--- src/rtl/enclave_load_ctrl_if.sv ---
// Read/write request-acknowledge ports between enclave_load_ctrl and the enclave memory fabric.
interface enclave_load_ctrl_if #(
    parameter int unsigned ADDR_W = 32,
    parameter int unsigned DATA_W = 32
);
    logic              rd_req;
    logic [ADDR_W-1:0] rd_addr;
    logic              rd_valid;
    logic [DATA_W-1:0] rd_data;
    logic              wr_req;
    logic [ADDR_W-1:0] wr_addr;
    logic [DATA_W-1:0] wr_data;
    logic              wr_ack;

    modport master (
        output rd_req, rd_addr, wr_req, wr_addr, wr_data,
        input  rd_valid, rd_data, wr_ack
    );

    modport slave (
        input  rd_req, rd_addr, wr_req, wr_addr, wr_data,
        output rd_valid, rd_data, wr_ack
    );
endinterface

--- src/rtl/enclave_load_ctrl.sv ---
// Copies an enclave image word by word and signals strt_cpy/done_cpy to the security monitor.
// Optional image checksum is enabled by defining ENCLAVE_LOAD_CHECKSUM_EN.
module enclave_load_ctrl #(
    parameter int unsigned ADDR_W  = 32,
    parameter int unsigned DATA_W  = 32,
    parameter int unsigned LEN_W   = 16,
    parameter int unsigned TIMEOUT = 1024
) (
    input  logic                aclk,
    input  logic                nreset,
    input  logic                start,
    input  logic [ADDR_W-1:0]   src_base,
    input  logic [ADDR_W-1:0]   dst_base,
    input  logic [LEN_W-1:0]    len_words,
    input  logic [DATA_W-1:0]   csum_exp,
    output logic                busy,
    output logic                err,
    output logic                strt_cpy,
    output logic                done_cpy,
    enclave_load_ctrl_if.master mem
);
    localparam int unsigned       WdogW    = $clog2(TIMEOUT) + 1;
    localparam logic [ADDR_W-1:0] Stride   = ADDR_W'(DATA_W / 8);
    localparam logic [WdogW-1:0]  WdogLast = WdogW'(TIMEOUT - 1);

    typedef enum logic [2:0] {StIdle, StRd, StWr, StCheck, StDone, StErr} state_e;

    state_e            state_q, state_d;
    logic [LEN_W-1:0]  idx_q, idx_d, len_q, len_d, idx_inc;
    logic [ADDR_W-1:0] src_q, src_d, dst_q, dst_d, idx_off;
    logic [DATA_W-1:0] wdata_q, wdata_d;
    logic [WdogW-1:0]  wdog_q, wdog_d;
    logic              accept, wdog_exp, last_word, csum_ok;

    assign accept    = start && (state_q == StIdle || state_q == StDone || state_q == StErr);
    assign idx_inc   = idx_q + LEN_W'(1);
    assign last_word = (idx_inc == len_q);
    assign wdog_exp  = (wdog_q == WdogLast);
    assign idx_off   = ADDR_W'(idx_q) * Stride;

`ifdef ENCLAVE_LOAD_CHECKSUM_EN
    logic [DATA_W-1:0] csum_q, csum_d, csum_exp_q, csum_exp_d;

    assign csum_ok = (csum_q == csum_exp_q);

    always_comb begin
        csum_d     = csum_q;
        csum_exp_d = csum_exp_q;
        if (accept) begin
            csum_d     = '0;
            csum_exp_d = csum_exp;
        end else if (state_q == StWr && mem.wr_ack) begin
            csum_d = csum_q + wdata_q;
        end
    end

    always_ff @(posedge aclk) begin
        if (!nreset) begin
            csum_q     <= '0;
            csum_exp_q <= '0;
        end else begin
            csum_q     <= csum_d;
            csum_exp_q <= csum_exp_d;
        end
    end
`else
    logic unused_csum_exp;
    assign unused_csum_exp = ^csum_exp;
    assign csum_ok         = 1'b1;
`endif

    always_ff @(posedge aclk) begin
        if (!nreset) begin
            state_q <= StIdle;
            idx_q   <= '0;
            len_q   <= '0;
            src_q   <= '0;
            dst_q   <= '0;
            wdata_q <= '0;
            wdog_q  <= '0;
        end else begin
            state_q <= state_d;
            idx_q   <= idx_d;
            len_q   <= len_d;
            src_q   <= src_d;
            dst_q   <= dst_d;
            wdata_q <= wdata_d;
            wdog_q  <= wdog_d;
        end
    end

    // A response in the expiry cycle takes priority over the watchdog.
    always_comb begin
        state_d = state_q;
        unique case (state_q)
            StIdle, StDone, StErr: begin
                if (start) state_d = (len_words == '0) ? StCheck : StRd;
            end
            StRd: begin
                if (mem.rd_valid)  state_d = StWr;
                else if (wdog_exp) state_d = StErr;
            end
            StWr: begin
                if (mem.wr_ack)    state_d = last_word ? StCheck : StRd;
                else if (wdog_exp) state_d = StErr;
            end
            StCheck: state_d = csum_ok ? StDone : StErr;
            default: state_d = StIdle;
        endcase
    end

    always_comb begin
        idx_d   = idx_q;
        len_d   = len_q;
        src_d   = src_q;
        dst_d   = dst_q;
        wdata_d = wdata_q;
        wdog_d  = wdog_q;
        if (accept) begin
            idx_d = '0;
            len_d = len_words;
            src_d = src_base;
            dst_d = dst_base;
        end
        if (state_q == StRd && mem.rd_valid) wdata_d = mem.rd_data;
        if (state_q == StWr && mem.wr_ack)   idx_d   = idx_inc;
        // Every entry into RD or WR is a state change, so one compare covers both restarts.
        if (state_d != state_q)                        wdog_d = '0;
        else if (state_q == StRd || state_q == StWr)   wdog_d = wdog_q + WdogW'(1);
    end

    always_comb begin
        busy        = 1'b0;
        strt_cpy    = 1'b0;
        done_cpy    = 1'b0;
        err         = 1'b0;
        mem.rd_req  = 1'b0;
        mem.rd_addr = '0;
        mem.wr_req  = 1'b0;
        mem.wr_addr = '0;
        mem.wr_data = wdata_q;
        unique case (state_q)
            StRd: begin
                busy        = 1'b1;
                strt_cpy    = 1'b1;
                mem.rd_req  = 1'b1;
                mem.rd_addr = src_q + idx_off;
            end
            StWr: begin
                busy        = 1'b1;
                strt_cpy    = 1'b1;
                mem.wr_req  = 1'b1;
                mem.wr_addr = dst_q + idx_off;
            end
            StCheck: begin
                busy     = 1'b1;
                strt_cpy = 1'b1;
            end
            StDone:  done_cpy = 1'b1;
            StErr:   err      = 1'b1;
            default: ;
        endcase
    end
endmodule
--- src/flat_wrapper.sv ---
// flat-port wrapper written by rule: the top's interface ports become plain ports
module enclave_load_ctrl_flat 
#(
    parameter int unsigned ADDR_W  = 32,
    parameter int unsigned DATA_W  = 32,
    parameter int unsigned LEN_W   = 16,
    parameter int unsigned TIMEOUT = 1024
)
  (aclk, nreset, start, src_base, dst_base, len_words, csum_exp, busy, err, strt_cpy, done_cpy, mem_rd_req, mem_rd_addr, mem_wr_req, mem_wr_addr, mem_wr_data, mem_rd_valid, mem_rd_data, mem_wr_ack);
  enclave_load_ctrl_if #(.ADDR_W(ADDR_W), .DATA_W(DATA_W)) mem_i ();
  input  logic aclk;
  input  logic nreset;
  input  logic start;
  input  logic [ADDR_W-1:0] src_base;
  input  logic [ADDR_W-1:0] dst_base;
  input  logic [LEN_W-1:0] len_words;
  input  logic [DATA_W-1:0] csum_exp;
  output logic busy;
  output logic err;
  output logic strt_cpy;
  output logic done_cpy;
  output wire logic [$bits(mem_i.rd_req)-1:0] mem_rd_req;
  output wire logic [$bits(mem_i.rd_addr)-1:0] mem_rd_addr;
  output wire logic [$bits(mem_i.wr_req)-1:0] mem_wr_req;
  output wire logic [$bits(mem_i.wr_addr)-1:0] mem_wr_addr;
  output wire logic [$bits(mem_i.wr_data)-1:0] mem_wr_data;
  input wire logic [$bits(mem_i.rd_valid)-1:0] mem_rd_valid;
  input wire logic [$bits(mem_i.rd_data)-1:0] mem_rd_data;
  input wire logic [$bits(mem_i.wr_ack)-1:0] mem_wr_ack;
  assign mem_rd_req = mem_i.rd_req;
  assign mem_rd_addr = mem_i.rd_addr;
  assign mem_wr_req = mem_i.wr_req;
  assign mem_wr_addr = mem_i.wr_addr;
  assign mem_wr_data = mem_i.wr_data;
  assign mem_i.rd_valid = mem_rd_valid;
  assign mem_i.rd_data = mem_rd_data;
  assign mem_i.wr_ack = mem_wr_ack;
  enclave_load_ctrl #(.ADDR_W(ADDR_W), .DATA_W(DATA_W), .LEN_W(LEN_W), .TIMEOUT(TIMEOUT)) u_core (.aclk(aclk), .nreset(nreset), .start(start), .src_base(src_base), .dst_base(dst_base), .len_words(len_words), .csum_exp(csum_exp), .busy(busy), .err(err), .strt_cpy(strt_cpy), .done_cpy(done_cpy), .mem(mem_i));
endmodule
--- config.mk ---
export PLATFORM = sky130hd
export DESIGN_NAME = enclave_load_ctrl_flat
export DESIGN_NICKNAME = d
export VERILOG_FILES = /design/src/rtl/enclave_load_ctrl_if.sv /design/src/rtl/enclave_load_ctrl.sv /design/src/flat_wrapper.sv
export SDC_FILE = /design/constraint.sdc
export NUM_CORES = 1
export LEC_CHECK = 0
export ABC_CLOCK_PERIOD_IN_PS = 4350
export CAP_MARGIN = 20
export CORE_ASPECT_RATIO = 1.5
export CORE_MARGIN = 4
export CORE_UTILIZATION = 49
export CTS_CLUSTER_DIAMETER = 100
export CTS_CLUSTER_SIZE = 30
export DETAILED_ROUTE_END_ITERATION = 6
export MAX_ROUTING_LAYER = met4
export PLACE_DENSITY = 0.82
export SETUP_SLACK_MARGIN = 0.15
export SLEW_MARGIN = 0
export SYNTH_ARGS = -nofsm -noshare
export SYNTH_HDL_FRONTEND = slang
export SYNTH_SLANG_ARGS = --single-unit
export TNS_END_PERCENT = 50
--- constraint.sdc ---
create_clock -name aclk -period 4.35 [get_ports aclk]
set_input_delay 1.0875 -clock aclk [delete_from_list [all_inputs] [get_ports aclk]]
set_output_delay 1.0875 -clock aclk [all_outputs]
set_load 0.1 [all_outputs]
==> results summary <==
The clock latency on the worst-skew pair came out at 0.43 ns. The total congestion overflow came out at 0. The longest individual stage delay on the worst path came out at ~0.41 ns.

The max-slew headroom at the worst pin is 31.4%. between 200 and 300 I/O pins were placed. The number of endpoints failing setup at the final stage came out at 0. The global-route wire length before repair is 42300 um.

The average wire per cell in the routed design is around 17 um. The synthesized area came out at a little under 9000 um^2. For hold timing, the worst endpoint is u_core.mem.wr_data[2]. The floorplan row count is 59. The flop-to-flop setup slack came out at between 1 and 1.5 ns. Data on the critical path is required at its endpoint by 3.26 ns. The cell count of the worst hold path is 2. The power density of the placed cells is 285 nW/um^2. The worst slack at placement is 0.300 ns. The post-route fraction of the period consumed by the critical path came out at 95.1%. For the finished layout, the period the worst path requires is 4.14 ns. The initial cell density of the core is approximately 50%. The worst ir drop on vdd came out at 0.233 mV.

The growth of design area from synthesis to finish came out at 44.0%. Setup slack on the critical path of the routed design comes to 0.212 ns. The worst-case clock skew is 0.00755 ns. The leakage power of the design is 4.65 nW.

Traced cell by cell, the critical path runs through ha_2, fa_2, a211oi_4, o21bai_2, a2bb2oi_4, nor4b_4, or3_4, mux2i_4, buf_12. The min-delay analysis places its worst path in the category reg -> reg. The number of antenna violations at the first check in global routing is 0. The library cell with the largest summed area after synthesis is sky130_fd_sc_hd__dfxtp_1. The largest individual stage delay along the critical path comes from the cell sky130_fd_sc_hd__fa_2.

In the layout the commonest cells are sky130_fd_sc_hd__nand2_1, sky130_fd_sc_hd__clkdlybuf4s50_1, sky130_fd_sc_hd__dfxtp_1. The hold-fix buffer count after cts came out at 0. The number of synthesis warnings is 0. The number of distinct standard cells referenced by the synthesized netlist is 70.

The global placement routability congestion is 0.961. The die height came out at 171 um. Ranked by total cell area, the synthesized netlist is headed by sky130_fd_sc_hd__dfxtp_1, sky130_fd_sc_hd__nand2_1, sky130_fd_sc_hd__a21boi_0, sky130_fd_sc_hd__ha_1, sky130_fd_sc_hd__xnor2_1. In this run the remaining antenna-violating nets after routing total 0. After detailed routing, the number of vias per cell comes to roughly 5.7. The final number of hold-violating endpoints is 0.

The area of the die is between 15000 and 20000 um^2. Across the run, the number of max-cap violations was 0. The startpoint identified for the worst hold timing path is u_core.mem.wr_data[2]. The total vias in the final route is 9055.

The detailed-router iteration count before antenna repair is 5. For this block, the routed nets add up to between 20000 and 30000 um of wire. The slew of the pin with the lowest slew margin is 1.03 ns.

The sequential area share after synthesis is between 30% and 40%. The number of storage elements in the synthesis netlist is 142. The kind of cell with the highest combined delay along the critical path is compound AO/OA/AOI/OAI gates. The placed wire-length estimate after detailed placement came out at 20000 um. Entering global routing, the biggest net connects 68 pins. The proportion of layout cells with a drive suffix above 1 is 15.4%.

The via count of the first global-routing pass is 8892. The maximum net fanout on the critical path came out at 5. After synthesis, the share of flip-flops with an asynchronous set or reset is 0%. The number of antenna diodes in the final layout is 0.

Global routing used 27.3% of the available tracks. The final number of max-transition violations came out at 0. The gate count after technology mapping came out at 1141. The clock-pin slew of the registers on the worst-case setup and hold paths is 0.06 ns. The launching element type of the critical path is a flop. The detailed-route DRC error count came out at 0. The count of H-tree levels built during CTS is 4.

Setup repair after global routing left no endpoint under its margin. The library cell used most frequently in the layout, excluding fill and tap cells, is sky130_fd_sc_hd__nand2_1. The total area inside the core boundary comes to 17400 um^2. The buffer and inverter count on the worst path came out at 1.

The worst register-to-register path begins at u_core.state_q[1]. Static timing analysis puts the maximum clock frequency at 242 MHz. The run finished with clean final reports. The number of cells on the worst reg-to-reg path is 8.

The worst setup path is captured at a primary output. For this design, the sink count on the clock tree is 142. The longest clock path from root to sink contains 2 buffers. The number of flops mapped to enable cells by yosys is 0.

From left edge to right edge, the die measures ~120 um. Among all flip-flop cells after synthesis, the most frequent one is sky130_fd_sc_hd__dfxtp_1. The worst endpoint data arrival time came out at slightly above 3 ns. In this run, the number of DRC markers left after iteration 0 of detailed routing was 655. TritonCTS built the clock tree. The number of nets handed over by synthesis was 1326. The cell sitting at the root of the clock tree is a sky130_fd_sc_hd__clkbuf_16. The number of CTS-inserted buffers came out at 17. The number of buffers inserted by port buffering came out at between 200 and 250. The endpoint identified for the worst register-to-register timing path is u_core.state_q[1].

The mean post-synth cell area is approximately 7.6 um^2. The share of synthesized area in the top cell type comes to 32.7%. For the final routed database, the setup TNS stands at 0 ns. The critical path class is reg -> out.

The net count reported at finish came out at 1538.
metal layers:
| metal | GRT usage, % | routed length, um | vias up |
|---|---|---|---|
| li1 | - | - | 4399 |
| met1 | 28.6 | 10300 | 4201 |
| met2 | 48.1 | 14300 | 362 |
| met3 | 5.77 | 1710 | 93 |
| met4 | 12.9 | 1260 | 0 |
| met5 | - | 0 | - |
worst reg2reg max path, stage by stage (launching register included):
cell                       delay [ns]
sky130_fd_sc_hd__dfxtp_1         0.53
sky130_fd_sc_hd__nand2b_1        0.12
sky130_fd_sc_hd__nand2b_1        0.41
sky130_fd_sc_hd__inv_1           0.52
sky130_fd_sc_hd__and2_1          0.49
sky130_fd_sc_hd__nand4_1         0.18
sky130_fd_sc_hd__nor3_1          0.22
sky130_fd_sc_hd__o211ai_1        0.11
sky130_fd_sc_hd__o31ai_1         0.37
flip-flops by register name (all words and copies together) (netlist names):
register,cells
u_core.dst_q,32
u_core.idx_q,16
u_core.len_q,16
u_core.mem.wr_data,32
u_core.src_q,32
u_core.state_q,3
u_core.wdog_q,11
Yosys cell counts (3+ instances only):
cell type and count:
sky130_fd_sc_hd__and3_1 12, sky130_fd_sc_hd__and2_1 21, sky130_fd_sc_hd__o21ai_0 39, sky130_fd_sc_hd__nor3_1 23, sky130_fd_sc_hd__buf_2 6, sky130_fd_sc_hd__a21o_1 13, sky130_fd_sc_hd__a211oi_1 15, sky130_fd_sc_hd__o31ai_1 13
sky130_fd_sc_hd__nand2_1 285, sky130_fd_sc_hd__and4_1 6, sky130_fd_sc_hd__nor2b_1 12, sky130_fd_sc_hd__a21boi_0 117, sky130_fd_sc_hd__nand3_1 22, sky130_fd_sc_hd__dfxtp_1 142, sky130_fd_sc_hd__nor2_1 67, sky130_fd_sc_hd__nor3b_1 4
sky130_fd_sc_hd__or4_1 12, sky130_fd_sc_hd__xnor2_1 34, sky130_fd_sc_hd__clkbuf_1 48, sky130_fd_sc_hd__nor4_1 11, sky130_fd_sc_hd__buf_1 3, sky130_fd_sc_hd__mux2i_1 7, sky130_fd_sc_hd__o21a_1 10, sky130_fd_sc_hd__or3_1 13
sky130_fd_sc_hd__xor2_1 21, sky130_fd_sc_hd__inv_1 24, sky130_fd_sc_hd__a21oi_1 51, sky130_fd_sc_hd__o211ai_1 9, sky130_fd_sc_hd__nand4_1 5, sky130_fd_sc_hd__nand2b_1 5, sky130_fd_sc_hd__o21bai_1 5, sky130_fd_sc_hd__ha_1 34
sky130_fd_sc_hd__a31oi_1 6
logic make-up (layout without fill, tap and decap cells):
kind of cell             after synthesis  in the layout  synth area share, %
flip-flops                           142            142                 32.7
XOR/XNOR                              55             55                 5.55
AND/OR/NAND/NOR                      508            508                 26.7
adder cells (fa/ha/maj)               36             36                 5.36
buffers and inverters                 86            311                 4.08
AO/OA/AOI/OAI                        306            306                 24.6
multiplexers                           8              8                0.936
power by group:
| group | internal [mW] | switching [mW] | leakage, nW |
|---|---|---|---|
| clock | 0.801 | 0.576 | 0.269 |
| combinational | 0.283 | 0.480 | 3.22 |
| sequential | 1.37 | 0.0579 | 1.16 |
| total | 2.45 | 1.11 | 4.65 |
worst max path at each step:
stage	cells after the start	slack (ns)	startpoint	endpoint
floorplan	8	-0.38	u_core.idx_q[8]	mem_rd_addr[29]
global placement	9	0.36	u_core.idx_q[0]	mem_rd_addr[24]
detailed placement	9	0.30	u_core.idx_q[0]	mem_rd_addr[20]
CTS	8	0.09	u_core.idx_q[2]	mem_rd_addr[29]
global route	9	0.1	u_core.idx_q[10]	mem_wr_addr[29]
finish	9	0.21	u_core.idx_q[0]	mem_rd_addr[20]
layout make-up:
type | instances | area (um^2)
tap | 213 | 267
inverter | 24 | 90.1
timing repair buffer | 255 | 2850
clock buffer | 19 | 443
clock inverter | 13 | 116
fill | 1315 | 4920
sequential | 142 | 2850
multi-input combinational | 913 | 5880
stage by stage:
step | instance area (um^2) | hold WS (ns) | util, % | power (mW) | cells
2_1_floorplan | 8830 | 0.439 | - | 1.93 | 1141
3_3_place_gp | 11600 | 0.446 | 66.8 | 2.19 | 1540
3_5_place_dp | 11600 | 0.457 | 66.8 | 2.20 | 1540
4_1_cts | 12300 | 0.466 | 70.4 | 3.58 | 1572
5_1_grt | 12500 | 0.485 | 71.8 | 3.71 | 1579
6_report | 12500 | 0.462 | 71.8 | 3.57 | 1579
repair_timing:
| item | 4_1_cts | 5_1_grt |
|---|---|---|
| setup buffers | 0 | 6 |
| gates cloned | 0 | 1 |
| endpoints found under the setup margin | 26 | 23 |
| gates resized for setup | 19 | 38 |
| pin swaps | 3 | 18 |
Power figures use the tool's default switching activity.
